[config.mk]
export PLATFORM = sky130hd
export DESIGN_NAME = mmio_controller
export DESIGN_NICKNAME = d
export VERILOG_FILES = /design/src/rtl/mmio_controller.sv
export SDC_FILE = /design/constraint.sdc
export NUM_CORES = 1
export LEC_CHECK = 0
export ABC_AREA = 1
export ABC_CLOCK_PERIOD_IN_PS = 4200
export CAP_MARGIN = 20
export CORE_ASPECT_RATIO = 1.25
export CORE_MARGIN = 2
export CORE_UTILIZATION = 25
export CTS_CLUSTER_DIAMETER = 120
export CTS_CLUSTER_SIZE = 14
export DETAILED_ROUTE_END_ITERATION = 8
export GPL_TIMING_DRIVEN = 0
export PLACE_DENSITY = 0.47
export SKIP_LAST_GASP = 1
export SLEW_MARGIN = 20
export SYNTH_ARGS = -nofsm -noshare
export SYNTH_HDL_FRONTEND = slang
export SYNTH_SLANG_ARGS = --single-unit
[constraint.sdc]
create_clock -name clock -period 4.2 [get_ports clock]
set_clock_uncertainty 0.2 [all_clocks]
set_input_delay 0.63 -clock clock [delete_from_list [all_inputs] [get_ports clock]]
set_output_delay 0.63 -clock clock [all_outputs]
set_load 0.005 [all_outputs]
[src/rtl/mmio_controller.sv]
// mmio_controller: memory-mapped debounced switch inputs, LED output registers,
// clear-on-read change STATUS and a masked interrupt.
module mmio_controller #(
  parameter int BASE_ADDR       = 4096,
  parameter int NUM_IN          = 2,
  parameter int NUM_OUT         = 2,
  parameter int DATA_W          = 16,
  parameter int DEBOUNCE_CYCLES = 4
) (
  input  logic                      clock,
  input  logic                      reset,
  input  logic [31:0]               address,
  input  logic                      wren,
  input  logic                      ren,
  input  logic [31:0]               data_in,
  output logic [31:0]               q_io,
  output logic                      io_hit,
  input  logic [NUM_IN*DATA_W-1:0]  in_raw,
  output logic [NUM_OUT*DATA_W-1:0] out_reg,
  output logic                      irq
);
  localparam int CW = $clog2(DEBOUNCE_CYCLES) + 1;
  localparam logic [31:0] ST_OFF = 32'(NUM_IN + NUM_OUT);
  localparam logic [31:0] MK_OFF = ST_OFF + 32'd1;
  localparam logic [CW-1:0] LAST = CW'(DEBOUNCE_CYCLES - 1);

  logic [DATA_W-1:0] sync1_q [NUM_IN];
  logic [DATA_W-1:0] sync2_q [NUM_IN];
  logic [DATA_W-1:0] stable_q [NUM_IN];
  logic [DATA_W-1:0] stable_d [NUM_IN];
  logic [CW-1:0]     count_q [NUM_IN];
  logic [CW-1:0]     count_d [NUM_IN];
  logic [DATA_W-1:0] out_q [NUM_OUT];
  logic [DATA_W-1:0] out_d [NUM_OUT];
  logic [NUM_IN-1:0] status_q, status_d, mask_q, mask_d;
  logic              irq_q, irq_d;
  logic [31:0]       off;
  logic              rd_clr, unused_ok;

  // Offsets below BASE_ADDR wrap to huge values, so one compare covers both bounds.
  assign off       = address - 32'(BASE_ADDR);
  assign io_hit    = off <= MK_OFF;
  assign rd_clr    = ren && off == ST_OFF;
  assign irq       = irq_q;
  assign unused_ok = ^data_in;

  always_comb begin
    status_d = rd_clr ? '0 : status_q;
    q_io = (off == ST_OFF) ? 32'(status_q) : (off == MK_OFF) ? 32'(mask_q) : '0;
    for (int i = 0; i < NUM_IN; i++) begin
      stable_d[i] = stable_q[i];
      count_d[i] = '0;
      if (sync2_q[i] != stable_q[i]) begin
        if (count_q[i] == LAST) begin
          stable_d[i] = sync2_q[i];
          status_d[i] = 1'b1;
        end else count_d[i] = count_q[i] + CW'(1);
      end
      if (off == 32'(i)) q_io = 32'(stable_q[i]);
    end
    for (int j = 0; j < NUM_OUT; j++) begin
      out_d[j] = (wren && off == 32'(NUM_IN + j)) ? data_in[DATA_W-1:0] : out_q[j];
      out_reg[j*DATA_W +: DATA_W] = out_q[j];
      if (off == 32'(NUM_IN + j)) q_io = 32'(out_q[j]);
    end
    mask_d = (wren && off == MK_OFF) ? data_in[NUM_IN-1:0] : mask_q;
    irq_d = |(status_d & mask_d);
  end

  always_ff @(posedge clock) begin
    if (!reset) begin
      for (int i = 0; i < NUM_IN; i++) begin
        sync1_q[i] <= '0;
        sync2_q[i] <= '0;
        stable_q[i] <= '0;
        count_q[i] <= '0;
      end
      for (int j = 0; j < NUM_OUT; j++) out_q[j] <= '0;
      status_q <= '0;
      mask_q <= '0;
      irq_q <= 1'b0;
    end else begin
      for (int i = 0; i < NUM_IN; i++) begin
        sync1_q[i] <= in_raw[i*DATA_W +: DATA_W];
        sync2_q[i] <= sync1_q[i];
        stable_q[i] <= stable_d[i];
        count_q[i] <= count_d[i];
      end
      for (int j = 0; j < NUM_OUT; j++) out_q[j] <= out_d[j];
      status_q <= status_d;
      mask_q <= mask_d;
      irq_q <= irq_d;
    end
  end
endmodule

==> results.py <==
metrics = {
    "placed_design": {
        "dpl_cell_area_mm2": 0.00769,
        "place_congestion": 0.817,
        "io_buffer_count": 132,
        "place_hpwl_um": 13700,
    },
    "drt": {
        "drt_pass1_iterations": 5,
        "vias": 5446,
        "vias_per_cell": 4.22,
        "detail_route.iter0.violations": 290,
        "finalWirelength_um": 17800,
        "antenna_left": 0,
        "wl_per_cell_um": 13.8,
        "drc": 0,
    },
    "min_path": {
        "min_path_type": "flip-flop to flip-flop",
        "min-delay-start": "sync1_q[0][9]$_SDFF_PN0_",
        "hold-path-endpoint": "sync2_q[0][9]$_SDFF_PN0_",
        "min_path_cells": 2,
    },
    "critical_path": {
        "cp-end-kind": "output port",
        "worstSetupStartpointType": "primary input",
        "worstPathArrival_ns": 3.26,
        "reg2regPathDepth": 10,
        "critical_path.max_fanout": 5,
        "reg2reg_slack_ns": 1.56,
        "required_ns": 3.37,
        "worstSetupPathType": "primary input to output port",
        "r2r_end": "stable_q[0][23]$_SDFFE_PN0P_",
        "r2r-start": "stable_q[0][24]$_SDFFE_PN0P_",
    },
    "timing": {
        "final_hold_viol_count": 0,
        "worst_pin_slew_ns": 0.705,
        "setup_viol": 0,
        "max_freq_ghz": 0.244,
        "rsz0062_at_grt": "true",
        "fin_crit_sh_pct": 97.4,
        "min_period_ns": 4.09,
        "relSlewSlack_pct": 53.0,
        "slew_violations": 0,
        "finalSetupTns_ns": 0,
    },
    "global_route": {
        "gr-total-overflow": 0,
        "grt_pass1_wl_um": 27400,
        "grt_antenna_before_repair": 0,
        "grt_pass1_vias": 5272,
        "grt_max_degree": 17,
        "grt_util_all_layers_pct": 14.2,
    },
    "power_and_ir_drop": {
        "power.density_mw_per_mm2": 408,
        "max-vdd-ir-drop_mv": 0.262,
        "leakagePower_nw": 4.28,
    },
    "floorplanning": {
        "initial_core_util_pct": 25.3,
        "io_pins": 166,
        "die_h_um": 177,
        "dieWidth_um": 142,
        "core_area_mm2": 0.0236,
        "die_area_mm2": 0.0251,
        "row_count": 63,
    },
    "clock_network": {
        "root_buffer": "clkbuf_16",
        "clk_latency_ns": 0.42,
        "cts-buffers-inserted": 17,
        "cts.sinks": 139,
        "cts_max_level": 4,
        "cts_tree": "done",
        "path_clk_slew_ns": 0.06,
        "clk_path_buf_depth": 2,
    },
    "cells_and_area": {
        "synthToLayoutAreaGrowth_pct": 43.1,
        "drive_gt1_share_pct": 11.0,
        "seqCellArea_mm2": 0.00278,
        "finish.instance_area_mm2": 0.00852,
        "multi_input_area_mm2": 0.00259,
        "fillers": 2538,
        "nNetsFinal": 1092,
        "n_antenna_cell": 0,
    },
    "synth": {
        "ys_seq_elements": 139,
        "ys_warn_count": 0,
        "synth_area_mm2": 0.00595,
        "synth.yosys.seq_area_share_pct": 46.8,
        "syn_area_per_cell_um2": 7.38,
        "syn-instance-count": 806,
        "synth.largest_area_cell": "dfxtp_1",
        "yosysUniqueCellTypes": 37,
        "synth_top_area_share_pct": 46.8,
        "synth.most_common_cell": "nand2_1",
        "synth_top_cells_by_count": "nand2_1 (166), dfxtp_1 (139), nor2_1 (120)",
        "synthTopCellsByArea": "dfxtp_1 (47%), nand2_1 (10%), nor2_1 (7.6%)",
        "async_flop_share_pct": 0,
        "synth_ff_type": "dfxtp_1",
        "synth_edf_count": 0,
    },
    "job": {
        "cap_viol_max_count": 0,
    },
    "run_status": {
        "status": "finished, final reports clean",
    },
}
## registers in the layout (all words and copies together), names as in the netlist
signal    cells
irq           1
count_q       6
out_q        32
sync1_q      32
mask_q        2
sync2_q      32
status_q      2
stable_q     32
## report_power, final
part           switching (mW)  internal (mW)
logic                   0.221          0.207
clock network           0.559          0.986
registers              0.0792           1.42
## metrics by stage
step / setup WS (ns) / total power, mW / utilization (%) / instances / hold WS [ns]
after floorplan: 1.13 / 1.78 / - / 821 / 0.190
after global placement: -0.387 / 1.96 / 32.6 / 1245 / 0.196
after detailed placement: -0.384 / 1.96 / 32.6 / 1245 / 0.196
after CTS: 0.0106 / 3.52 / 35.9 / 1291 / 0.209
after global routing: -0.108 / 3.64 / 36.1 / 1292 / 0.227
final: 0.108 / 3.48 / 36.1 / 1292 / 0.207
## cell families after synthesis
logic type               after synthesis  share of synthesized area (%)
other                                  1                         0.0630
AO/OA/AOI/OAI                        135                           11.9
buffers and inverters                160                           11.9
flip-flops                           139                           46.8
adder cells (fa/ha/maj)                4                          0.841
XOR/XNOR                              31                           4.56
AND/OR/NAND/NOR                      336                           24.0
## area by class of cell
| cell class | count | area share [%] |
|---|---|---|
| buffer | 46 | 3.35 |
| clock buffer | 19 | 5.08 |
| clock inverter | 12 | 2.04 |
| inverter | 113 | 5.04 |
| multi-input combinational | 522 | 30.4 |
| sequential | 139 | 32.7 |
| tap | 292 | 4.29 |
| timing repair buffer | 149 | 17.1 |
## worst max-delay path, cell delays in order
cell	delay, ns
dlygate4sd2_1	0.28
nor2_2	0.15
nand2_2	0.08
nor2_4	0.20
nand3_2	0.11
buf_4	0.14
buf_4	0.12
nand2_1	0.07
nor2_2	0.05
nand4_2	0.08
nor2_4	0.05
buf_4	0.14
buf_4	0.13
nand3_2	0.08
nand2_1	0.06
o21ai_1	0.15
nand2_1	0.07
nand2_1	0.07
nand2_1	0.05
nand2_1	0.06
clkdlybuf4s50_1	0.50
## repair_timing
item,in CTS,in global routing
hold endpoints to repair,0,0
resized for setup,34,18
setup buffers,16,1
setup endpoints to repair,16,14
hold buffers,0,0
gates cloned,0,0
pin swaps,13,3
## metal layers
metal	GRT usage (%)	part of all wire (%)	vias up
li1	-	-	2842
met1	16.2	43	2413
met2	25.1	49	158
met3	3.09	4.7	33
met4	6.71	3.2	0
met5	0	0	-
## layout by cell type, fill, tap and decap left out, drive strengths merged, types with 4 or more instances in the layout
master / instances
clkbuf: 37
nand4: 12
clkinvlp: 4
clkdlybuf4s50: 104
a31oi: 7
conb: 16
o2111ai: 5
nand3: 10
inv: 113
dfxtp: 139
bufinv: 4
ha: 4
xor2: 18
clkinv: 4
nor4: 5
dlygate4sd2: 17
o21ai: 72
xnor2: 13
buf: 45
dlymetal6s2s: 11
a21oi: 49
nor2: 130
nand2: 172
## worst max-delay path by stage
stage	endpoint	start	slack, ns
2_1_floorplan	q_io[10]	address[12]	1.13
3_3_place_gp	q_io[7]	address[12]	-0.39
3_5_place_dp	q_io[7]	address[12]	-0.38
4_1_cts	q_io[0]	address[15]	0.01
5_1_grt	q_io[0]	address[15]	-0.11
6_report	q_io[0]	address[15]	0.11
(Power assumes the default switching activity.)
